==> config.mk <==
export PLATFORM = sky130hd
export DESIGN_NAME = vga_sync_flat
export DESIGN_NICKNAME = d
export VERILOG_FILES = /design/src/rtl/vga_sync_if.sv /design/src/rtl/vga_sync.sv /design/src/flat_wrapper.sv
export SDC_FILE = /design/constraint.sdc
export NUM_CORES = 1
export LEC_CHECK = 0
export CAP_MARGIN = 10
export CELL_PAD_IN_SITES_DETAIL_PLACEMENT = 1
export CELL_PAD_IN_SITES_GLOBAL_PLACEMENT = 1
export CORE_MARGIN = 1
export CORE_UTILIZATION = 34
export CTS_CLUSTER_SIZE = 40
export DETAILED_ROUTE_END_ITERATION = 7
export PLACE_DENSITY = 0.87
export SLEW_MARGIN = 10
export SYNTH_ARGS = -nofsm -noshare
export SYNTH_HDL_FRONTEND = slang
export SYNTH_SLANG_ARGS = --single-unit
==> constraint.sdc <==
create_clock -name clk -period 2.3 [get_ports clk]
set_clock_uncertainty 0.05 [all_clocks]
set_input_delay 0.69 -clock clk [delete_from_list [all_inputs] [get_ports clk]]
set_output_delay 0.69 -clock clk [all_outputs]
set_load 0.02 [all_outputs]
==> src/rtl/vga_sync_if.sv <==
// Output bundle of the VGA timing generator: sync pulses, blanking flag,
// pixel strobe and the current raster position.
interface vga_sync_if;
    logic       hsync;
    logic       vsync;
    logic       video_on;
    logic       p_tick;
    logic [9:0] pixel_x;
    logic [9:0] pixel_y;

    modport master (
        output hsync, vsync, video_on, p_tick, pixel_x, pixel_y
    );

    modport slave (
        input  hsync, vsync, video_on, p_tick, pixel_x, pixel_y
    );
endinterface

==> src/rtl/vga_sync.sv <==
// VGA raster timing generator: divides clk into a pixel strobe, runs the
// horizontal/vertical position counters and decodes sync and blanking.
module vga_sync #(
    parameter int H_DISPLAY   = 640,
    parameter int H_FRONT     = 16,
    parameter int H_SYNC      = 96,
    parameter int H_BACK      = 48,
    parameter int V_DISPLAY   = 480,
    parameter int V_FRONT     = 10,
    parameter int V_SYNC      = 2,
    parameter int V_BACK      = 33,
    parameter int TICK_DIV    = 2,
    parameter bit SYNC_ACTIVE = 1'b0
) (
    input  logic       clk,
    input  logic       reset,
    vga_sync_if.master vga
);

    localparam int H_TOTAL = H_DISPLAY + H_FRONT + H_SYNC + H_BACK;
    localparam int V_TOTAL = V_DISPLAY + V_FRONT + V_SYNC + V_BACK;
    localparam int DIV_W   = (TICK_DIV > 1) ? $clog2(TICK_DIV) : 1;

    localparam logic [DIV_W-1:0] DIV_LAST     = DIV_W'(TICK_DIV - 1);
    localparam logic [9:0]       H_LAST       = 10'(H_TOTAL - 1);
    localparam logic [9:0]       V_LAST       = 10'(V_TOTAL - 1);
    localparam logic [9:0]       H_VISIBLE    = 10'(H_DISPLAY);
    localparam logic [9:0]       V_VISIBLE    = 10'(V_DISPLAY);
    localparam logic [9:0]       H_SYNC_FIRST = 10'(H_DISPLAY + H_FRONT);
    localparam logic [9:0]       H_SYNC_LAST  = 10'(H_DISPLAY + H_FRONT + H_SYNC - 1);
    localparam logic [9:0]       V_SYNC_FIRST = 10'(V_DISPLAY + V_FRONT);
    localparam logic [9:0]       V_SYNC_LAST  = 10'(V_DISPLAY + V_FRONT + V_SYNC - 1);

    logic [DIV_W-1:0] r_div;
    logic [9:0]       r_x;
    logic [9:0]       r_y;
    logic             r_hsync;
    logic             r_vsync;
    logic             w_tick;
    logic [9:0]       w_xNext;
    logic [9:0]       w_yNext;
    logic             w_hActive;
    logic             w_vActive;

    assign w_tick = (r_div == DIV_LAST);

    always_comb begin
        w_xNext = r_x;
        w_yNext = r_y;
        if (w_tick) begin
            if (r_x == H_LAST) begin
                w_xNext = '0;
                w_yNext = (r_y == V_LAST) ? '0 : r_y + 10'd1;
            end else begin
                w_xNext = r_x + 10'd1;
            end
        end
    end

    // Sync windows decode the next position so the pulses line up with the
    // counters they describe instead of trailing them by one pixel.
    assign w_hActive = (w_xNext >= H_SYNC_FIRST) && (w_xNext <= H_SYNC_LAST);
    assign w_vActive = (w_yNext >= V_SYNC_FIRST) && (w_yNext <= V_SYNC_LAST);

    always_ff @(posedge clk) begin
        if (reset) begin
            r_div   <= '0;
            r_x     <= '0;
            r_y     <= '0;
            r_hsync <= ~SYNC_ACTIVE;
            r_vsync <= ~SYNC_ACTIVE;
        end else begin
            r_div   <= w_tick ? '0 : r_div + DIV_W'(1);
            r_x     <= w_xNext;
            r_y     <= w_yNext;
            r_hsync <= w_hActive ? SYNC_ACTIVE : ~SYNC_ACTIVE;
            r_vsync <= w_vActive ? SYNC_ACTIVE : ~SYNC_ACTIVE;
        end
    end

    assign vga.p_tick   = w_tick;
    assign vga.pixel_x  = r_x;
    assign vga.pixel_y  = r_y;
    assign vga.hsync    = r_hsync;
    assign vga.vsync    = r_vsync;
    assign vga.video_on = (r_x < H_VISIBLE) && (r_y < V_VISIBLE);

endmodule

==> src/flat_wrapper.sv <==
// flat-port wrapper written by rule: the top's interface ports become plain ports
module vga_sync_flat 
#(
    parameter int H_DISPLAY   = 640,
    parameter int H_FRONT     = 16,
    parameter int H_SYNC      = 96,
    parameter int H_BACK      = 48,
    parameter int V_DISPLAY   = 480,
    parameter int V_FRONT     = 10,
    parameter int V_SYNC      = 2,
    parameter int V_BACK      = 33,
    parameter int TICK_DIV    = 2,
    parameter bit SYNC_ACTIVE = 1'b0
)
  (clk, reset, vga_hsync, vga_vsync, vga_video_on, vga_p_tick, vga_pixel_x, vga_pixel_y);
  vga_sync_if vga_i ();
  input  logic clk;
  input  logic reset;
  output wire logic [$bits(vga_i.hsync)-1:0] vga_hsync;
  output wire logic [$bits(vga_i.vsync)-1:0] vga_vsync;
  output wire logic [$bits(vga_i.video_on)-1:0] vga_video_on;
  output wire logic [$bits(vga_i.p_tick)-1:0] vga_p_tick;
  output wire logic [$bits(vga_i.pixel_x)-1:0] vga_pixel_x;
  output wire logic [$bits(vga_i.pixel_y)-1:0] vga_pixel_y;
  assign vga_hsync = vga_i.hsync;
  assign vga_vsync = vga_i.vsync;
  assign vga_video_on = vga_i.video_on;
  assign vga_p_tick = vga_i.p_tick;
  assign vga_pixel_x = vga_i.pixel_x;
  assign vga_pixel_y = vga_i.pixel_y;
  vga_sync #(.H_DISPLAY(H_DISPLAY), .H_FRONT(H_FRONT), .H_SYNC(H_SYNC), .H_BACK(H_BACK), .V_DISPLAY(V_DISPLAY), .V_FRONT(V_FRONT), .V_SYNC(V_SYNC), .V_BACK(V_BACK), .TICK_DIV(TICK_DIV), .SYNC_ACTIVE(SYNC_ACTIVE)) u_core (.clk(clk), .reset(reset), .vga(vga_i));
endmodule
[Yosys cells after proc, flatten, opt, wreduce, memory -nomap -nowiden]
Index checks and enable logic that the tools add are counted.
Storage, ports and cells
  flip-flop bits (word level): 23
  output and inout bits: 24
  logic and storage cells: 27
Operators by class
  mux-type cells: 7
  reductions and logical operators: 4
  eq/ne operators: 2
  $add $sub $neg: 3
  magnitude comparators: 6
Operators by type and width (number)
  two-way mux 10 bit: 5
  adder 10 x 1 -> 10 bit (second input constant): 2
  equality test 10 bit (second input constant): 2
  greater-or-equal comparator 10 bit (second input constant): 1
  greater-or-equal comparator 10 x 9 -> 1 bit (second input constant): 1
  <= comparator 10 bit (second input constant): 1
  <= comparator 10 x 9 -> 1 bit (second input constant): 1
  less-than comparator 10 bit (second input constant): 1
  less-than comparator 10 x 9 -> 1 bit (second input constant): 1
  logical AND 1 bit: 3
  two-way mux 1 bit: 2
  OR reduction 2 bit: 1
  adder 1 bit (second input constant): 1

[Logic depth before layout (Yosys ltp)]
Gate-level depths: netlist of run 1.
  depth in word-level cells: 7
  gate-level depth with buffers: 7
  depth with buffers taken out: 7

[Worst setup path after synthesis of run 1]
Ideal clock, no wire load.
  path kind: register -> register
  start: reg u_core.r_x[4], in the netlist u_core.vga.pixel_x[4]
  end: reg u_core.r_vsync, in the netlist u_core.vga.vsync
  required time: 2.109 ns
  arrival time: 2.186 ns
  cell stages (with the launch flop): 8
  setup slack: -0.076 ns
  path buffers: 2
  setup time: 0.141 ns
  cell sequence: dfxtp_1 clkbuf_2 nand3_1 or4_1 buf_2 or4_4 a21oi_4 nand4_2
On the way
  longest elaborated chain between the ends: 6
  elaborated cells on any way between the ends: 7
  those cells by class: order compare: 2; eq/ne: 1; mux: 3; reduce/logical: 1
RTL lines
  start, declared: line vga_sync.sv:35  | logic [9:0] r_x;
  start signal, assigned: line vga_sync.sv:74  | r_x <= w_xNext;
  equality test 10 bit (*): line vga_sync.sv:51  | if (r_x == H_LAST) begin
  two-way mux 10 bit (*): line vga_sync.sv:51
  two-way mux 10 bit (*): line vga_sync.sv:50  | if (w_tick) begin
  greater-or-equal comparator 10 x 9 -> 1 bit or <= comparator 10 x 9 -> 1 bit (tied branches): line vga_sync.sv:63  | assign w_vActive = (w_yNext >= V_SYNC_FIRST) && (w_yNext <= V_SYNC_LAST);
  logical AND 1 bit (*): line vga_sync.sv:63
  two-way mux 1 bit (*): line vga_sync.sv:77  | r_vsync <= w_vActive ? SYNC_ACTIVE : ~SYNC_ACTIVE;
  end signal, assigned: line vga_sync.sv:71  | r_vsync <= ~SYNC_ACTIVE;
  end signal, assigned: line vga_sync.sv:77
  end, declared: line vga_sync.sv:38  | logic r_vsync;
Every way passes the cells marked *; elsewhere a longest branch is shown, timed or not.
A chain may end at the register's enable or synchronous reset.

[Final worst setup path of run 1]
  start: reg u_core.r_x[8], in the netlist u_core.vga.pixel_x[8]
  end: reg u_core.r_vsync, in the netlist u_core.vga.vsync
The elaborated chain is that of the path after synthesis.

==> results of run 1 <==
## cells by family (layout without fill, tap and decap cells)
group,after synthesis,in the layout,share of synthesized area [%]
simple gates,79,79,33.6
fa+ha+maj,3,3,2.79
buf+inv,17,52,5.95
flops,23,23,34.2
compound gates,24,24,13.0
xor+xnor,15,15,9.76
mux,1,1,0.744
## metal layers
metal	vias to the layer above	track usage, %	part of all wire, %
met2	30	35.9	50
li1	653	-	-
met4	0	8.33	1.9
met3	7	1.76	2.8
met1	664	27.5	45
met5	-	0	0
## cell type report
| cell class | count | area (sq um) |
|---|---|---|
| clock buffers | 4 | 45.0 |
| fillers | 460 | 1910 |
| inverters | 7 | 26.3 |
| multi-input cells | 122 | 831 |
| flip-flops and latches | 23 | 472 |
| well taps | 48 | 60.1 |
| repair buffers | 41 | 369 |
## power by group
part           switching [mW]  total, mW  internal, mW  leakage (nW)
registers             0.00918      0.414         0.405         0.190
clock network           0.151      0.276         0.124        0.0228
logic                  0.0277     0.0525        0.0248         0.396
total                   0.188      0.742         0.554         0.609
## synth_stat cells, types with 2 or more instances
cell       n
a21o_1     2
a21oi_1    5
buf_2      3
clkbuf_1   4
dfxtp_1   23
ha_1       3
inv_1      7
nand2_1   13
nand2b_1   2
nand3_1    9
nand4_1    5
nor2_1    17
nor2b_1    2
nor3_1    11
nor4_1     4
o21ai_0    5
o41ai_1    2
or4_1      2
xnor2_1    8
xor2_1     7
## registers in the layout, indices dropped and copies added, names as in the netlist
name	flops
u_core.vga.pixel_x	10
u_core.vga.hsync	1
u_core.vga.pixel_y	10
u_core.vga.vsync	1
u_core.vga.p_tick	1
## worst reg2reg max path: cells and delay by family, from the launching register on
| kind | cells | cell delay (ns) |
|---|---|---|
| compound gates | 1 | 0.18 |
| flops | 1 | 0.44 |
| simple gates | 4 | 1.42 |
## path summary, 6_finish.rpt
check	startpoint	end	slack, ns	cells after the start
hold / removal	u_core.vga.pixel_x[1]	u_core.vga.pixel_x[1]	0.45	2
setup / recovery	u_core.vga.pixel_x[8]	u_core.vga.vsync	0.08	5
setup reg to reg	u_core.vga.pixel_x[8]	u_core.vga.vsync	0.08	5
hold reg to reg	u_core.vga.pixel_x[1]	u_core.vga.pixel_x[1]	0.45	2
==> flow_summary_export.csv, run 1 <==
group,metric,value,unit
outcome,status,"completed",
clock_network,insertion_delay,0.28,ns
clock_network,clock_path_buffers,2,
routing,final_antenna_net_count,0,
sta,setup_viol,0,
synthesis,yosys_register_bits,23,
synthesis,syn_inst,162,
placement,dp_slack,0.0833,ns
grt,antenna_found_initial,0,
grt,grtUsageTotal,21.2,%
routing,drt-initial-drc-count,77,
critical_path,slowest_stage,"or4_1",
critical_path,cp.buffers_inverters,0,
power_and_ir_drop,p_leak,0.609,nW
critical_path,worstPathArrival,2.33,ns
floorplan,start_util,36.2,%
finish,final_cell_area,1800,sq um
clock_network,htree_levels,1,
finish,layout-drive-gt1-share,19.8,%
grt,grt_start_max_net_pins,14,
clock_network,cts_tree,"built",
sta,relSlewSlack,67.5,%
placement,io_buffers,25,
worst_hold_path,hold_class,"reg -> reg",
floorplan,die_area,4220,sq um
synthesis,synth_area_leader_cell,"dfxtp_1",
finish,final_cells,245,
synthesis,ys_top_cells_by_area,"dfxtp_1 (34%), xnor2_1 (5.2%), nor2_1 (4.7%)",
sta,finalCritPeriodShare,96.6,%
finish,syn_to_final_growth,33.9,%
sta,slew_violations,0,
placement,post-dp-hpwl,3030,um
floorplan,fp.dieW,64.9,um
synthesis,seq_area_frac_synth,34.2,%
critical_path,start_kind,"register",
synthesis,synth_top_cell_area_share,34.2,%
critical_path,critPathMaxStageDelay,0.62,ns
grt,grt_first_pass_wirelength,6760,um
clock_network,clkSinkCount,23,
synthesis,synth.distinct_cells,48,
routing,routedWlPerCell,17.1,um
sta,grt_setup_unrepaired,"no",
floorplan,die_h,64.9,um
grt,globalRouteOverflowTotal,0,
grt,grt_pass1_vias,1384,
placement,place_congestion,0.878,
clock_network,cts_resized,1,
sta,worst_slack,0.0785,ns
synthesis,synth_edf_count,0,
routing,firstDrtPassIters,4,
clock_network,holdBufCountCts,0,
critical_path,path_cells,"nand4bb_4 > or4_1 > or4_4 > a21oi_4 > nand4_2",
placement,dpl.cell_count,241,
synthesis,async_flop_share,0,%
synthesis,synth_ff_type,"dfxtp_1",
sta,finalHoldWorstSlack,0.453,ns
critical_path,crit_family,"simple AND/OR/NAND/NOR gates",
clock_network,cts_root_buf,"clkbuf_8",
power_and_ir_drop,ir_worst_vdd,0.000221,V
clock_network,clk_pin_slew,0.09,ns
sta,setup_tns,0,ns
critical_path,crit_path_end_kind,"register",
synthesis,synth.avg_cell_area,8.31,sq um
synthesis,yosys_warnings,0,
finish,final_util,48.5,%
synthesis,syn_nets,167,
power_and_ir_drop,p_per_area,412,nW/um^2
critical_path,required,2.41,ns
power_and_ir_drop,finalPower,0.742,mW
synthesis,syn_area,1350,sq um
floorplan,design.core.area,3720,sq um
clock_network,postCtsSetupBuffers,0,
clock_network,cts_made_buffers,3,
routing,dr_total_vias,1354,
job,maxCapViolations,0,
sta,hold_violations,0,
finish,mostFrequentLayoutCells,"clkdlybuf4s50_1 (24), nor2_1 (17), buf_4 (16)",
routing,drt_wl_total,4190,um
finish,diodes,0,
finish,finalNetCount,203,
routing,drc_errors,0,
sta,worst_pin_slew,0.484,ns
sta,fmax,450,MHz
finish,final_common_cell,"clkdlybuf4s50_1",
placement,dpl-instance-area,1740,sq um
floorplan,io_pins,26,
sta,period_needed,2.22,ns
critical_path,cp_max_fo,8,
floorplan,rows,22,
critical_path,path_class,"reg -> reg",
routing,via_per_inst,5.53,
Note: power is estimated with default switching activity, not from simulation.
==> run 2: changes to the inputs <==
--- a/config.mk
+++ b/config.mk
@@ -5,6 +5,7 @@
 export SDC_FILE = /design/constraint.sdc
 export NUM_CORES = 1
 export LEC_CHECK = 0
+export ABC_CLOCK_PERIOD_IN_PS = 2300
 export CAP_MARGIN = 10
 export CELL_PAD_IN_SITES_DETAIL_PLACEMENT = 1
 export CELL_PAD_IN_SITES_GLOBAL_PLACEMENT = 1
==> results of run 2 <==
The final DEF is identical to that of run 1; final timing and power are the same.
==> run 3: changes to the inputs <==
--- a/config.mk
+++ b/config.mk
@@ -10,10 +10,13 @@
 export CELL_PAD_IN_SITES_DETAIL_PLACEMENT = 1
 export CELL_PAD_IN_SITES_GLOBAL_PLACEMENT = 1
 export CORE_MARGIN = 1
-export CORE_UTILIZATION = 34
+export CORE_UTILIZATION = 35
+export CTS_BUF_LIST = sky130_fd_sc_hd__clkbuf_4 sky130_fd_sc_hd__clkbuf_8
+export CTS_CLUSTER_DIAMETER = 200
 export CTS_CLUSTER_SIZE = 40
 export DETAILED_ROUTE_END_ITERATION = 7
-export PLACE_DENSITY = 0.87
+export PLACE_DENSITY = 0.89
+export SKIP_CTS_REPAIR_TIMING = 1
 export SLEW_MARGIN = 10
 export SYNTH_ARGS = -nofsm -noshare
 export SYNTH_HDL_FRONTEND = slang
==> run 3 against run 2 <==
  * Cell count fell by 0.41%
  * Combinational power rose by 2%
  * Core utilization rose by 0.70 points
  * Highest routed layer unchanged
  * Critical path type is now reg -> out
  * Clock power fell by 2%
==> flow_summary_export.csv, run 3 (same netlist as run 1, synthesis figures left out) <==
group,metric,value,unit
worst_hold_path,hold_class,"reg -> reg",
sta,hold_violations,0,
grt,antenna_found_initial,0,
sta,slew_violations,0,
critical_path,crit_path_end_kind,"output pin",
critical_path,cp.buffers_inverters,1,
power_and_ir_drop,finalPower,0.739,mW
clock_network,cts_made_buffers,3,
clock_network,insertion_delay,0.27,ns
outcome,status,"completed",
finish,final_cells,244,
finish,layout-drive-gt1-share,19.4,%
grt,grt_pass1_vias,1394,
sta,relSlewSlack,69.0,%
grt,grtUsageTotal,21.9,%
clock_network,htree_levels,1,
floorplan,design.core.area,3690,sq um
floorplan,die_area,4100,sq um
power_and_ir_drop,switching_share,25.3,%
power_and_ir_drop,power.switching,0.187,mW
critical_path,worstPathArrival,1.48,ns
power_and_ir_drop,p_int,0.552,mW
power_and_ir_drop,ir_worst_vdd,0.000324,V
finish,diodes,0,
placement,dpl-instance-area,1730,sq um
critical_path,start_kind,"register",
finish,finalNetCount,202,
routing,drt-initial-drc-count,46,
placement,place_congestion,0.897,
sta,setup_viol,0,
sta,fmax,450,MHz
routing,drc_errors,0,
floorplan,start_util,36.5,%
job,maxCapViolations,0,
power_and_ir_drop,pwr-share-seq,56.3,%
critical_path,critPathMaxStageDelay,0.68,ns
critical_path,crit_family,"buffers and inverters",
placement,io_buffers,25,
sta,worst_pin_slew,0.462,ns
power_and_ir_drop,p_per_area,407,nW/um^2
routing,drt_wl_total,4260,um
floorplan,io_pins,26,
routing,routedWlPerCell,17.5,um
finish,mostFrequentLayoutCells,"clkdlybuf4s50_1 (24), nor2_1 (17), dfxtp_1 (16)",
routing,final_antenna_net_count,0,
critical_path,reg2reg_from,"u_core.vga.pixel_x[8]",
routing,dr_total_vias,1342,
critical_path,required,1.56,ns
finish,final_common_cell,"clkdlybuf4s50_1",
placement,dpl.cell_count,240,
finish,syn_to_final_growth,34.9,%
finish,final_cell_area,1820,sq um
critical_path,startpoint,"u_core.vga.pixel_y[3]",
floorplan,die_h,64.0,um
critical_path,slowest_stage,"clkdlybuf4s50_1",
routing,firstDrtPassIters,4,
clock_network,clkSinkCount,23,
routing,via_per_inst,5.50,
floorplan,fp.dieW,64.0,um
clock_network,clock_path_buffers,2,
critical_path,cp_max_fo,9,
critical_path,path_class,"reg -> out",
finish,final_util,49.2,%
sta,period_needed,2.22,ns
clock_network,cts_tree,"built",
clock_network,cts_root_buf,"clkbuf_8",
floorplan,rows,22,
sta,finalCritPeriodShare,96.7,%
power_and_ir_drop,p_comb_share,7.2,%
clock_network,clk_pin_slew,0.09,ns
grt,grt_start_max_net_pins,15,
grt,grt_first_pass_wirelength,6960,um
power_and_ir_drop,p_leak,0.604,nW
power_and_ir_drop,p_clk_share,36.5,%
critical_path,path_cells,"clkdlybuf4s50_1",
placement,post-dp-hpwl,3040,um
worst_hold_path,hp-start,"u_core.vga.pixel_x[1]",
grt,globalRouteOverflowTotal,0,
==> run 3: changes by cell type in the layout (fill, tap and decap cells not counted), sizes merged <==
| cell | before | now |
|---|---|---|
| buf | 16 | 15 |
| dlygate4sd2 | 1 | 0 |
| clkbuf | 4 | 3 |
| clkinvlp | 0 | 1 |
| dlymetal6s2s | 0 | 1 |
==> run 3: final cells by class <==
class,count,area (sq um)
Tap cell,48,60.1
Clock inverter,1,7.51
Sequential cell,23,469
Multi-Input combinational cell,122,846
Timing Repair Buffer,40,365
Clock buffer,3,41.3
Fill cell,453,1870
Inverter,7,26.3
==> run 3: final timing paths <==
check	endpoint	slack, ns	cells past startpoint
worst max-delay path	vga_pixel_y[3]	0.08	1
worst max register to register	u_core.vga.vsync	0.10	5
worst min-delay path	u_core.vga.pixel_x[1]	0.47	2
worst min register to register	u_core.vga.pixel_x[1]	0.47	2
==> run 3: power by group through the flow <==
stage,registers [mW],clock network [mW],logic (mW)
6_report,0.416,0.270,0.0534
3_3_place_gp,0.423,0,0.0508
3_5_place_dp,0.425,0,0.0525
5_1_grt,0.417,0.300,0.0567
2_1_floorplan,0.429,0,0.0243
4_1_cts,0.415,0.275,0.0531
==> run 3: per-layer routing <==
| layer | vias to the layer above | wire length (um) | track usage (%) |
|---|---|---|---|
| met5 | - | 0 | 0 |
| met4 | 0 | 66 | 7.95 |
| met3 | 10 | 158 | 3.21 |
| met2 | 34 | 2050 | 36.2 |
| met1 | 651 | 1990 | 28.8 |
| li1 | 647 | - | - |
==> run 3: stage by stage <==
step / setup slack, ns / setup TNS [ns] / hold WS (ns)
2_1_floorplan: 0.00805 / 0 / 0.467
3_3_place_gp: 0.163 / 0 / 0.431
3_5_place_dp: 0.0126 / 0 / 0.459
4_1_cts: -0.191 / -0.191 / 0.475
5_1_grt: -0.0239 / -0.0239 / 0.510
6_report: 0.0764 / 0 / 0.473
